==> config.mk <==
export PLATFORM = sky130hd
export DESIGN_NAME = mem_wb_stage_flat
export DESIGN_NICKNAME = d
export VERILOG_FILES = /design/src/rtl/mem_wb_stage_if.sv /design/src/rtl/mem_wb_stage.sv /design/src/flat_wrapper.sv
export SDC_FILE = /design/constraint.sdc
export NUM_CORES = 1
export LEC_CHECK = 0
export CAP_MARGIN = 0
export CORE_MARGIN = 2
export CORE_UTILIZATION = 35
export CTS_BUF_LIST = sky130_fd_sc_hd__clkbuf_4 sky130_fd_sc_hd__clkbuf_8
export DETAILED_ROUTE_END_ITERATION = 16
export PLACE_DENSITY = 0.54
export SETUP_SLACK_MARGIN = 0.2
export SYNTH_ARGS = -nofsm -noshare
export SYNTH_HDL_FRONTEND = slang
export SYNTH_SLANG_ARGS = --single-unit
export TNS_END_PERCENT = 5
==> constraint.sdc <==
create_clock -name clk -period 2.26 [get_ports clk]
set_input_delay 0.339 -clock clk [delete_from_list [all_inputs] [get_ports clk]]
set_output_delay 0.339 -clock clk [all_outputs]
set_load 0.03 [all_outputs]
==> src/rtl/mem_wb_stage_if.sv <==
// MEM->WB handshake, data-bus response and register-file write port of the writeback stage.
interface mem_wb_stage_if #(
    parameter int unsigned DATA_W = 32,
    parameter int unsigned ADDR_W = 5
);
    logic              mem_valid_i;
    logic              mem_ready_o;
    logic              flush_i;
    logic              mem_wreg_i;
    logic [ADDR_W-1:0] mem_waddr_i;
    logic [DATA_W-1:0] mem_wdata_i;
    logic              mem_load_i;
    logic [2:0]        mem_load_type_i;
    logic [1:0]        mem_addr_low_i;
    logic [DATA_W-1:0] mem_rt_data_i;
    logic              dbus_rvalid_i;
    logic [DATA_W-1:0] dbus_rdata_i;
    logic              stall_req_o;
    logic              write_en_o;
    logic [ADDR_W-1:0] write_addr_o;
    logic [DATA_W-1:0] write_data_o;

    // Environment side: MEM stage, data bus and register file.
    modport master (
        output mem_valid_i, flush_i, mem_wreg_i, mem_waddr_i, mem_wdata_i, mem_load_i,
               mem_load_type_i, mem_addr_low_i, mem_rt_data_i, dbus_rvalid_i, dbus_rdata_i,
        input  mem_ready_o, stall_req_o, write_en_o, write_addr_o, write_data_o
    );

    modport slave (
        input  mem_valid_i, flush_i, mem_wreg_i, mem_waddr_i, mem_wdata_i, mem_load_i,
               mem_load_type_i, mem_addr_low_i, mem_rt_data_i, dbus_rvalid_i, dbus_rdata_i,
        output mem_ready_o, stall_req_o, write_en_o, write_addr_o, write_data_o
    );
endinterface

==> src/rtl/mem_wb_stage.sv <==
// Writeback stage: holds one retiring instruction, waits for load data, aligns/merges it
// and presents a single-cycle register-file write.
module mem_wb_stage #(
    parameter int unsigned DATA_W = 32,
    parameter int unsigned ADDR_W = 5
) (
    input  logic           clk,
    input  logic           rst,
    mem_wb_stage_if.slave  bus
);

    typedef enum logic [1:0] {StIdle, StWaitLoad, StWrite} state_e;

    state_e            state_q, state_d;
    logic              wreg_q, wreg_d;
    logic [ADDR_W-1:0] waddr_q, waddr_d;
    logic [DATA_W-1:0] data_q, data_d;
    logic [2:0]        load_type_q, load_type_d;
    logic [1:0]        addr_low_q, addr_low_d;
    logic [DATA_W-1:0] rt_data_q, rt_data_d;
    logic              ready;
    logic              accept;

    // Little-endian byte/half extraction plus the unaligned LWL/LWR merges with old rt.
    function automatic logic [31:0] align(input logic [31:0] rd, input logic [2:0] lt,
                                          input logic [1:0] off, input logic [31:0] rt);
        logic [7:0]  b;
        logic [15:0] h;
        logic [31:0] res;
        b = 8'(rd >> {off, 3'b000});
        h = off[1] ? rd[31:16] : rd[15:0];
        case (lt)
            3'd0: res = {{24{b[7]}}, b};
            3'd1: res = {24'b0, b};
            3'd2: res = {{16{h[15]}}, h};
            3'd3: res = {16'b0, h};
            3'd5: begin
                case (off)
                    2'd0:    res = {rd[7:0], rt[23:0]};
                    2'd1:    res = {rd[15:0], rt[15:0]};
                    2'd2:    res = {rd[23:0], rt[7:0]};
                    default: res = rd;
                endcase
            end
            3'd6: begin
                case (off)
                    2'd0:    res = rd;
                    2'd1:    res = {rt[31:24], rd[31:8]};
                    2'd2:    res = {rt[31:16], rd[31:16]};
                    default: res = {rt[31:8], rd[31:24]};
                endcase
            end
            default: res = rd;
        endcase
        return res;
    endfunction

    assign ready  = (state_q != StWaitLoad);
    assign accept = bus.mem_valid_i && ready && !bus.flush_i;

    always_comb begin
        state_d     = state_q;
        wreg_d      = wreg_q;
        waddr_d     = waddr_q;
        data_d      = data_q;
        load_type_d = load_type_q;
        addr_low_d  = addr_low_q;
        rt_data_d   = rt_data_q;
        case (state_q)
            StIdle, StWrite: begin
                if (accept) begin
                    wreg_d      = bus.mem_wreg_i;
                    waddr_d     = bus.mem_waddr_i;
                    load_type_d = bus.mem_load_type_i;
                    addr_low_d  = bus.mem_addr_low_i;
                    rt_data_d   = bus.mem_rt_data_i;
                    if (!bus.mem_load_i) begin
                        data_d  = bus.mem_wdata_i;
                        state_d = StWrite;
                    end else if (bus.dbus_rvalid_i) begin
                        data_d  = align(bus.dbus_rdata_i, bus.mem_load_type_i,
                                        bus.mem_addr_low_i, bus.mem_rt_data_i);
                        state_d = StWrite;
                    end else begin
                        state_d = StWaitLoad;
                    end
                end else if (state_q == StWrite) begin
                    state_d = StIdle;
                end
            end
            StWaitLoad: begin
                if (bus.dbus_rvalid_i) begin
                    data_d  = align(bus.dbus_rdata_i, load_type_q, addr_low_q, rt_data_q);
                    state_d = StWrite;
                end
            end
            default: state_d = StIdle;
        endcase
    end

    always_ff @(posedge clk or negedge rst) begin
        if (!rst) begin
            state_q     <= StIdle;
            wreg_q      <= 1'b0;
            waddr_q     <= '0;
            data_q      <= '0;
            load_type_q <= '0;
            addr_low_q  <= '0;
            rt_data_q   <= '0;
        end else begin
            state_q     <= state_d;
            wreg_q      <= wreg_d;
            waddr_q     <= waddr_d;
            data_q      <= data_d;
            load_type_q <= load_type_d;
            addr_low_q  <= addr_low_d;
            rt_data_q   <= rt_data_d;
        end
    end

    // Register-file port is quiet outside WRITE so downstream sees clean zeros.
    always_comb begin
        bus.mem_ready_o  = ready;
        bus.stall_req_o  = !ready;
        bus.write_en_o   = (state_q == StWrite) && wreg_q && (waddr_q != '0);
        bus.write_addr_o = (state_q == StWrite) ? waddr_q : '0;
        bus.write_data_o = (state_q == StWrite) ? data_q : '0;
    end

endmodule

==> src/flat_wrapper.sv <==
// flat-port wrapper written by rule: the top's interface ports become plain ports
module mem_wb_stage_flat 
#(
    parameter int unsigned DATA_W = 32,
    parameter int unsigned ADDR_W = 5
)
  (clk, rst, bus_mem_valid_i, bus_flush_i, bus_mem_wreg_i, bus_mem_waddr_i, bus_mem_wdata_i, bus_mem_load_i, bus_mem_load_type_i, bus_mem_addr_low_i, bus_mem_rt_data_i, bus_dbus_rvalid_i, bus_dbus_rdata_i, bus_mem_ready_o, bus_stall_req_o, bus_write_en_o, bus_write_addr_o, bus_write_data_o);
  mem_wb_stage_if #(.DATA_W(DATA_W), .ADDR_W(ADDR_W)) bus_i ();
  input  logic clk;
  input  logic rst;
  input wire logic [$bits(bus_i.mem_valid_i)-1:0] bus_mem_valid_i;
  input wire logic [$bits(bus_i.flush_i)-1:0] bus_flush_i;
  input wire logic [$bits(bus_i.mem_wreg_i)-1:0] bus_mem_wreg_i;
  input wire logic [$bits(bus_i.mem_waddr_i)-1:0] bus_mem_waddr_i;
  input wire logic [$bits(bus_i.mem_wdata_i)-1:0] bus_mem_wdata_i;
  input wire logic [$bits(bus_i.mem_load_i)-1:0] bus_mem_load_i;
  input wire logic [$bits(bus_i.mem_load_type_i)-1:0] bus_mem_load_type_i;
  input wire logic [$bits(bus_i.mem_addr_low_i)-1:0] bus_mem_addr_low_i;
  input wire logic [$bits(bus_i.mem_rt_data_i)-1:0] bus_mem_rt_data_i;
  input wire logic [$bits(bus_i.dbus_rvalid_i)-1:0] bus_dbus_rvalid_i;
  input wire logic [$bits(bus_i.dbus_rdata_i)-1:0] bus_dbus_rdata_i;
  output wire logic [$bits(bus_i.mem_ready_o)-1:0] bus_mem_ready_o;
  output wire logic [$bits(bus_i.stall_req_o)-1:0] bus_stall_req_o;
  output wire logic [$bits(bus_i.write_en_o)-1:0] bus_write_en_o;
  output wire logic [$bits(bus_i.write_addr_o)-1:0] bus_write_addr_o;
  output wire logic [$bits(bus_i.write_data_o)-1:0] bus_write_data_o;
  assign bus_i.mem_valid_i = bus_mem_valid_i;
  assign bus_i.flush_i = bus_flush_i;
  assign bus_i.mem_wreg_i = bus_mem_wreg_i;
  assign bus_i.mem_waddr_i = bus_mem_waddr_i;
  assign bus_i.mem_wdata_i = bus_mem_wdata_i;
  assign bus_i.mem_load_i = bus_mem_load_i;
  assign bus_i.mem_load_type_i = bus_mem_load_type_i;
  assign bus_i.mem_addr_low_i = bus_mem_addr_low_i;
  assign bus_i.mem_rt_data_i = bus_mem_rt_data_i;
  assign bus_i.dbus_rvalid_i = bus_dbus_rvalid_i;
  assign bus_i.dbus_rdata_i = bus_dbus_rdata_i;
  assign bus_mem_ready_o = bus_i.mem_ready_o;
  assign bus_stall_req_o = bus_i.stall_req_o;
  assign bus_write_en_o = bus_i.write_en_o;
  assign bus_write_addr_o = bus_i.write_addr_o;
  assign bus_write_data_o = bus_i.write_data_o;
  mem_wb_stage #(.DATA_W(DATA_W), .ADDR_W(ADDR_W)) u_core (.clk(clk), .rst(rst), .bus(bus_i));
endmodule
# [Yosys cells after proc, flatten, opt, wreduce, memory -nomap -nowiden]
# Cells that the tools add are included.
[totals] register_bits=77 in_bits=113 out_inout_bits=40
[op_classes] eq_ne=21 reduce_logical=17 shift=2 n_mux=21
[ops] operator="32-bit one-hot mux with 3 select lines" count=4
[ops] operator="32-bit one-hot mux with 6 select lines" count=2
[ops] operator="32-bit two-way mux" count=5
[ops] operator="32-bit one-hot mux with 2 select lines" count=1
[ops] operator="32-bit by 5-bit right shift with 8-bit output" count=2
[ops] operator="16-bit two-way mux" count=2
[ops] operator="3-bit by 2-bit equality test with 1-bit output (second input constant)" count=4
[ops] operator="3-bit equality test (second input constant)" count=4
[ops] operator="2-bit two-way mux" count=5
[ops] operator="2-bit by 1-bit equality test with 1-bit output (second input constant)" count=3
[ops] operator="2-bit equality test (second input constant)" count=3
[ops] operator="3-bit by 1-bit equality test with 1-bit output (second input constant)" count=2
[ops] operator="2-bit logical NOT" count=3
[ops] operator="3-bit logical NOT" count=2
[ops] operator="5-bit two-way mux" count=1
[ops] operator="5-bit nonzero test" count=1
[ops] operator="1-bit logical AND" count=4
[ops] operator="2-bit by 1-bit inequality test with 1-bit output (second input constant)" count=2
[ops] operator="2-bit one-hot mux with 2 select lines" count=1
[ops] operator="2-bit AND reduction" count=2
[ops] operator="4-bit AND reduction" count=1
[ops] operator="3-bit by 1-bit inequality test with 1-bit output (second input constant)" count=1
[ops] operator="3-bit inequality test (second input constant)" count=1
[ops] operator="1-bit logical NOT" count=2
[ops] operator="other kinds (3)" count=3

# [Longest topological paths before layout]
# Gate-level depths: netlist of the first run.
[logic_depth] depth_word=7 mapped_depth=9 depth_no_buf=6

# [Least setup slack after synthesis of the first run]
# No wires, ideal clock.
[synth_timing] path_kind="register to register" startpoint="register u_core.state_q[1]" endpoint="register u_core.data_q[8]" setup_time_ns=0.124 stages_incl_launch_ff=8 arrival_time_ns=2.086 n_path_buf=1 slack_ns=0.050 synth_period_minus_slack_ns=2.210 cell_sequence="dfrtp_1 -> nand2b_1 -> inv_1 -> clkbuf_1 -> nor2_1 -> a22oi_1 -> a211oi_1 -> a211o_1"
[synth_via] elab_chain_cells=5 elab_cells_between_ends=13
[synth_lines] element="start, declared" line_no="mem_wb_stage.sv:14" rtl="state_e state_q, state_d;"
[synth_lines] element="start signal, assigned" line_no="mem_wb_stage.sv:103" rtl="state_q <= StIdle;"
[synth_lines] element="start signal, assigned" line_no="mem_wb_stage.sv:111" rtl="state_q <= state_d;"
[synth_lines] element="2-bit by 1-bit inequality test with 1-bit output" line_no="mem_wb_stage.sv:58" rtl="assign ready = (state_q != StWaitLoad);"
[synth_lines] element="named net bus_mem_ready_o" line_no="flat_wrapper.sv:22" rtl="output wire logic [$bits(bus_i.mem_ready_o)-1:0] bus_mem_ready_o;"
[synth_lines] element="1-bit logical AND (2 in series)" line_no="mem_wb_stage.sv:59" rtl="assign accept = bus.mem_valid_i && ready && !bus.flush_i;"
[synth_lines] element="2-bit by 1-bit inequality test with 1-bit output (no line)"
[synth_lines] element="4-bit AND reduction (no line)"
[synth_lines] element="end signal, assigned" line_no="mem_wb_stage.sv:114" rtl="data_q <= data_d;"
[synth_lines] element="end, declared" line_no="mem_wb_stage.sv:17" rtl="logic [DATA_W-1:0] data_q, data_d;"
# The timed path passes the listed nets, and every way through them passes these cells.
# A chain may end at the register's enable or synchronous reset.

# [Worst setup path in the final report of the first run]
[layout_timing] startpoint="register u_core.addr_low_q[1]" endpoint="register u_core.data_q[4]"
[layout_via] elab_chain_cells=5 elab_cells_between_ends=10
[layout_lines] element="start, declared" line_no="mem_wb_stage.sv:19" rtl="logic [1:0] addr_low_q, addr_low_d;"
[layout_lines] element="start signal, assigned" line_no="mem_wb_stage.sv:116" rtl="addr_low_q <= addr_low_d;"
[layout_lines] element="parallel branches: the longest is 2 deep, another holds 32-bit by 5-bit right shift with 8-bit output"
[layout_lines] element="32-bit one-hot mux with 6 select lines (*)" line_no="mem_wb_stage.sv:32" rtl="case (lt)"
[layout_lines] element="32-bit two-way mux (*)" line_no="mem_wb_stage.sv:92" rtl="if (bus.dbus_rvalid_i) begin"
[layout_lines] element="32-bit one-hot mux with 2 select lines (*)" line_no="mem_wb_stage.sv:69" rtl="case (state_q)"
# Mark *: on every way between the ends. The select of a mux whose other input is x is not followed.

==> metrics.csv, run 1 <==
metric,value,unit
status,"finished, final reports clean",
io_pins,153,
syn-cell-area,7640,µm²
path_class,reg2reg,
syn2layout_area_growth,40.0,%
viasPerCell,6.20,
row_count,54,
drc,0,
drt-initial-drc-count,1299,
ant_nets,0,
cp_max_fo,20,
reg2reg_slack,0.14,ns
core_area,21600,µm²
dp_cells,1398,
finalCritPeriodShare,94.0,%
drive_gt1_share,27.5,%
path_clk_slew,0.10,ns
setup_viol_count_final,0,
dpl.hpwl,29500,µm
slew_headroom,56.5,%
numCtsBuffers,9,
ys.flop_type,dfrtp_1,
power.density,565,nW/µm²
instances_no_fill,1418,
fmax,471,MHz
synth_compound_area_share,27.6,%
post-place-ws,-0.347,ns
yosys.area_share.xor_xnor,0.229,%
h-tree-depth,3,
cp_data_required_time,2.52,ns
design.die.area,23000,µm²
synthDistinctLibCells,69,
yosysSeqAreaShare,25.2,%
syn_inst,899,
vias,8797,
yosys.area_share.simple,15.9,%
synth_warnings,0,
grt.total_usage,32.1,%
synth_seq_cells,77,
wl_per_cell,26.5,µm
fin_util,49.5,%
layout_commonest_cell,buf_4,
overflow,0,
hold_class,in2async,
worst_pin_slew,0.644,ns
portBuffers,152,
timing.rr.end,u_core.data_q[4],
die_x,152,µm
initial_core_util,35.3,%
slew_violations,0,
gp_congestion,1.02,
r2r_start,u_core.addr_low_q[1],
worst_setup_path_end_kind,flop,
firstDrtPassIters,5,
worstSetupStartpointType,flop,
dieHeight,152,µm
layout_setup_ws,0.135,ns
grt_pass1_vias,8066,
rsz0062_at_grt,true,
fin_nets,1246,
grt_max_degree,44,
worstRegToRegCells,7,
peakVddDrop,0.344,mV
p_leak,4.46,nW
cts_root_buf,clkbuf_8,
num_antenna_cells,0,
synth_fp_nets,1012,
cts_tree,built,
grt_pass1_wl,54100,µm
worst_hold_slack,0.446,ns
cts.sinks,77,
drv_cap,0,
syn_area_per_cell,8.50,µm²
layout_common_cells,"182 x buf_4, 106 x clkdlybuf4s50_1, 103 x mux2i_1",
fin_crit,2.12,ns
synthArstFlopShare,100,%
wirelength,37500,µm
synth_top_family_by_area,compound AO/OA/AOI/OAI gates,
cts_buffer_depth,2,
final_hold_viol_count,0,
clock_latency,0.39,ns
synth_edf_count,0,
cp.arrival,2.39,ns
synth.area.mux_share,24.3,%
total_power,6.04,mW
antenna_found_initial,0,
skew,0.00852,ns
synthAdderAreaFrac,0,%
[metal layers]
metal | global-route usage [%] | routed length, µm
met4 | 7.64 | 803
met5 | 0 | 0
met1 | 48.2 | 16700
met2 | 47.2 | 16100
met3 | 6.20 | 3910
[synthesized netlist by cell type (9+ instances only)]
cell type    n  share of area (%)
o221ai_1    35                4.0
a22oi_1     16                1.6
o22ai_1     18                1.5
a21oi_1     38                2.5
o211ai_1    24                2.4
nand2_1     57                2.8
and2_1      43                3.5
a221oi_1    16                1.8
nor2_1      43                2.1
inv_1       14               0.69
nand3_1      9               0.59
o32ai_1     10                1.1
o21ai_0     60                3.9
dfrtp_1     77                 25
clkbuf_1    56                2.8
a211oi_1    18                1.8
nand3b_1    11                1.1
mux2i_1    103                 13
mux2_2      65                9.6
buf_2       39                2.6
nor3_1      20                1.3
nor2b_1      9               0.74
[metrics by stage]
step / area, µm² / TNS [ns]
6_report: 10700 / 0
5_1_grt: 10700 / 0
4_1_cts: 10600 / 0
3_5_place_dp: 10400 / -5.30
3_3_place_gp: 10400 / -5.08
2_1_floorplan: 7640 / 0
[power by group]
part | switching [mW] | total (mW) | internal (mW) | leakage, nW
Sequential | 0.260 | 1.91 | 1.65 | 0.915
Clock | 0.677 | 1.09 | 0.414 | 0.0906
Combinational | 1.65 | 3.04 | 1.39 | 3.45
Total | 2.59 | 6.04 | 3.45 | 4.46
[repair_timing]
action	CTS	global route
endpoints found under the setup margin	32	42
buffers inserted	0	2
resized for setup	57	6
pin swaps	0	1
gates cloned	0	1
endpoints found under the hold margin	34	0
hold buffers	1	0
[critical path: stages (launching register included)]
cell      delay (ns)
dfrtp_2         0.49
buf_12          0.20
nand2_2         0.16
buf_4           0.20
mux2i_1         0.36
o221ai_1        0.18
o21ai_0         0.28
a31oi_1         0.12
[area by class of cell]
| type | count | area (µm²) |
|---|---|---|
| Clock inverter | 7 | 56.3 |
| Inverter | 16 | 61.3 |
| Timing Repair Buffer | 327 | 2930 |
| Fill cell | 2147 | 10900 |
| Tap cell | 280 | 350 |
| Sequential cell | 77 | 1930 |
| Clock buffer | 9 | 124 |
| Multi-Input combinational cell | 702 | 5250 |
[sequential cells by signal (all words and copies together) (netlist names)]
name / flops
u_core.addr_low_q: 2
u_core.data_q: 32
u_core.load_type_q: 3
u_core.rt_data_q: 32
u_core.state_q: 2
u_core.waddr_q: 5
u_core.wreg_q: 1
[cells by family after synthesis]
logic type | after synthesis
AOI/OAI and AO/OA | 297
and+or+nand+nor | 231
muxes | 172
buffers and inverters | 120
DFF | 77
xor gates and xnor gates | 2
[worst max-delay path by stage]
stage | start | endpoint | slack [ns] | depth (start not counted)
final | u_core.addr_low_q[1] | u_core.data_q[4] | 0.14 | 7
after global routing | bus_dbus_rdata_i[31] | u_core.data_q[30] | 0.13 | 8
after CTS | bus_mem_load_type_i[0] | u_core.data_q[11] | 0.19 | 7
after detailed placement | bus_dbus_rdata_i[7] | u_core.data_q[11] | -0.35 | 6
after global placement | bus_dbus_rdata_i[7] | u_core.data_q[15] | -0.34 | 5
after floorplan | u_core.state_q[0] | u_core.data_q[8] | 0.32 | 7
Power figures use the tool's default switching activity.
==> inputs of run 2 (changes only) <==
- CAP_MARGIN: 0 -> 10
- CELL_PAD_IN_SITES_DETAIL_PLACEMENT: not set -> 1
- CELL_PAD_IN_SITES_GLOBAL_PLACEMENT: not set -> 1
- PLACE_DENSITY: 0.54 -> 0.7
==> metrics.csv, run 2 (synthesized netlist as in run 1, its figures left out) <==
metric,value,unit
drc,0,
grt_pass1_wl,59500,µm
switching_power,2.67,mW
grt.total_usage,36.0,%
cts.sinks,77,
wirelength,41000,µm
drt-initial-drc-count,1005,
peakVddDrop,0.402,mV
clock_latency,0.40,ns
drive_gt1_share,27.5,%
skew,0.0195,ns
cp_max_fo,8,
cts_buffer_depth,2,
fin_crit,2.23,ns
regArea,1930,µm²
status,"finished, final reports clean",
die_x,152,µm
crit_chain,"clkdlybuf4s50_1, mux4_2, a22o_4, a2111oi_1, or3_1, a211oi_1",
portBuffers,152,
initial_core_util,35.3,%
io_pins,153,
dieHeight,152,µm
worst_setup_path_end_kind,flop,
slew_headroom,59.5,%
gp_congestion,1.02,
worstSetupStartpointType,input pin,
vias,9027,
syn2layout_area_growth,40.8,%
num_antenna_cells,0,
row_count,54,
comb_power_share,49.2,%
worst_pin_slew,0.603,ns
power.density,591,nW/µm²
pwr-share-clk,20.8,%
finalCritPeriodShare,98.8,%
fmax,448,MHz
cp_slowest_cell,mux4_2,
intPower,3.70,mW
fillers,2557,
antenna_found_initial,0,
wl_per_cell,28.7,µm
cts_tree,built,
reg.largest.list,"u_core.data_q: 32 flops, u_core.rt_data_q: 32 flops, u_core.waddr_q: 5 flops",
final_hold_viol_count,0,
dpl.hpwl,33000,µm
numCtsBuffers,9,
cp.arrival,2.51,ns
path_class,in2reg,
firstDrtPassIters,5,
grt_pass1_vias,8971,
grt_max_degree,37,
overflow,0,
setup_viol_count_final,0,
viasPerCell,6.32,
total_power,6.36,mW
drv_cap,0,
cp_data_required_time,2.54,ns
h-tree-depth,3,
rsz0062_at_grt,true,
layout_common_cells,"195 x buf_4, 110 x clkdlybuf4s50_1, 103 x mux2i_1",
p_leak,4.55,nW
fin_nets,1256,
fin_util,49.8,%
layout_commonest_cell,buf_4,
path_clk_slew,0.11,ns
core_area,21600,µm²
p_sw_share,41.9,%
cts_root_buf,clkbuf_8,
multi_input_area,5240,µm²
design.die.area,23000,µm²
seq_power_share,30.1,%
hold_class,in2async,
slew_violations,0,
cp_slowest_stage_delay,0.55,ns
ant_nets,0,
[run 2: through the flow]
step           cell area, µm²  TNS (ns)  cells  setup slack, ns  hold slack [ns]
2_1_floorplan            7640         0    899            0.318           0.0434
3_3_place_gp            10500     -4.85   1410           -0.499            0.335
3_5_place_dp            10500     -5.51   1410           -0.506            0.337
4_1_cts                 10700         0   1427           0.0680            0.448
5_1_grt                 10800         0   1428           0.0477            0.498
6_report                10800         0   1428           0.0264            0.454
[run 2: cell type report]
class | instances | area share [%]
Clock inverter | 7 | 0.953
Tap cell | 280 | 3.26
Clock buffer | 9 | 1.15
Timing Repair Buffer | 337 | 27.5
Inverter | 16 | 0.558
Sequential cell | 77 | 17.9
Multi-Input combinational cell | 702 | 48.7
[run 2: critical path, delay by kind of cell]
| family | cells | cell delay [ns] |
|---|---|---|
| and+or+nand+nor | 1 | 0.22 |
| AOI/OAI and AO/OA | 3 | 0.86 |
| muxes | 1 | 0.55 |
| buffers and inverters | 1 | 0.54 |
[run 2: power groups by stage]
stage	Sequential, mW	Clock, mW	Combinational, mW
final	1.91	1.32	3.13
after global routing	1.94	1.39	3.29
after CTS	1.90	1.34	3.04
after detailed placement	1.93	0	3.04
after global placement	1.92	0	3.00
after floorplan	1.78	0	1.68
[run 2: what timing repair did]
item,4_1_cts,5_1_grt
gates resized for setup,22,9
endpoints found under the setup margin,39,50
endpoints found under the hold margin,31,0
buffers inserted,0,1
hold buffers,1,0
[run 2: final timing paths]
kind,start,slack [ns],depth (start not counted),endpoint
worst max-delay path,bus_dbus_rdata_i[7],0.03,6,u_core.data_q[11]
min in group clk,bus_mem_addr_low_i[1],0.45,4,u_core.addr_low_q[1]
worst max register to register,u_core.addr_low_q[1],0.14,6,u_core.data_q[2]
worst min-delay path,rst,0.45,2,u_core.waddr_q[0]
max in group asynchronous,rst,1.15,3,u_core.addr_low_q[0]
worst min register to register,u_core.data_q[9],0.51,2,u_core.data_q[9]
[run 2: metal layers]
metal,vias to the layer above,track usage (%),routed length (µm),share of wire [%]
met5,-,0,0,0
met4,0,13.7,1740,4.3
met3,92,8.05,3900,9.5
met2,511,53.4,17400,42
met1,4505,50.8,18000,44
li1,3919,-,-,-
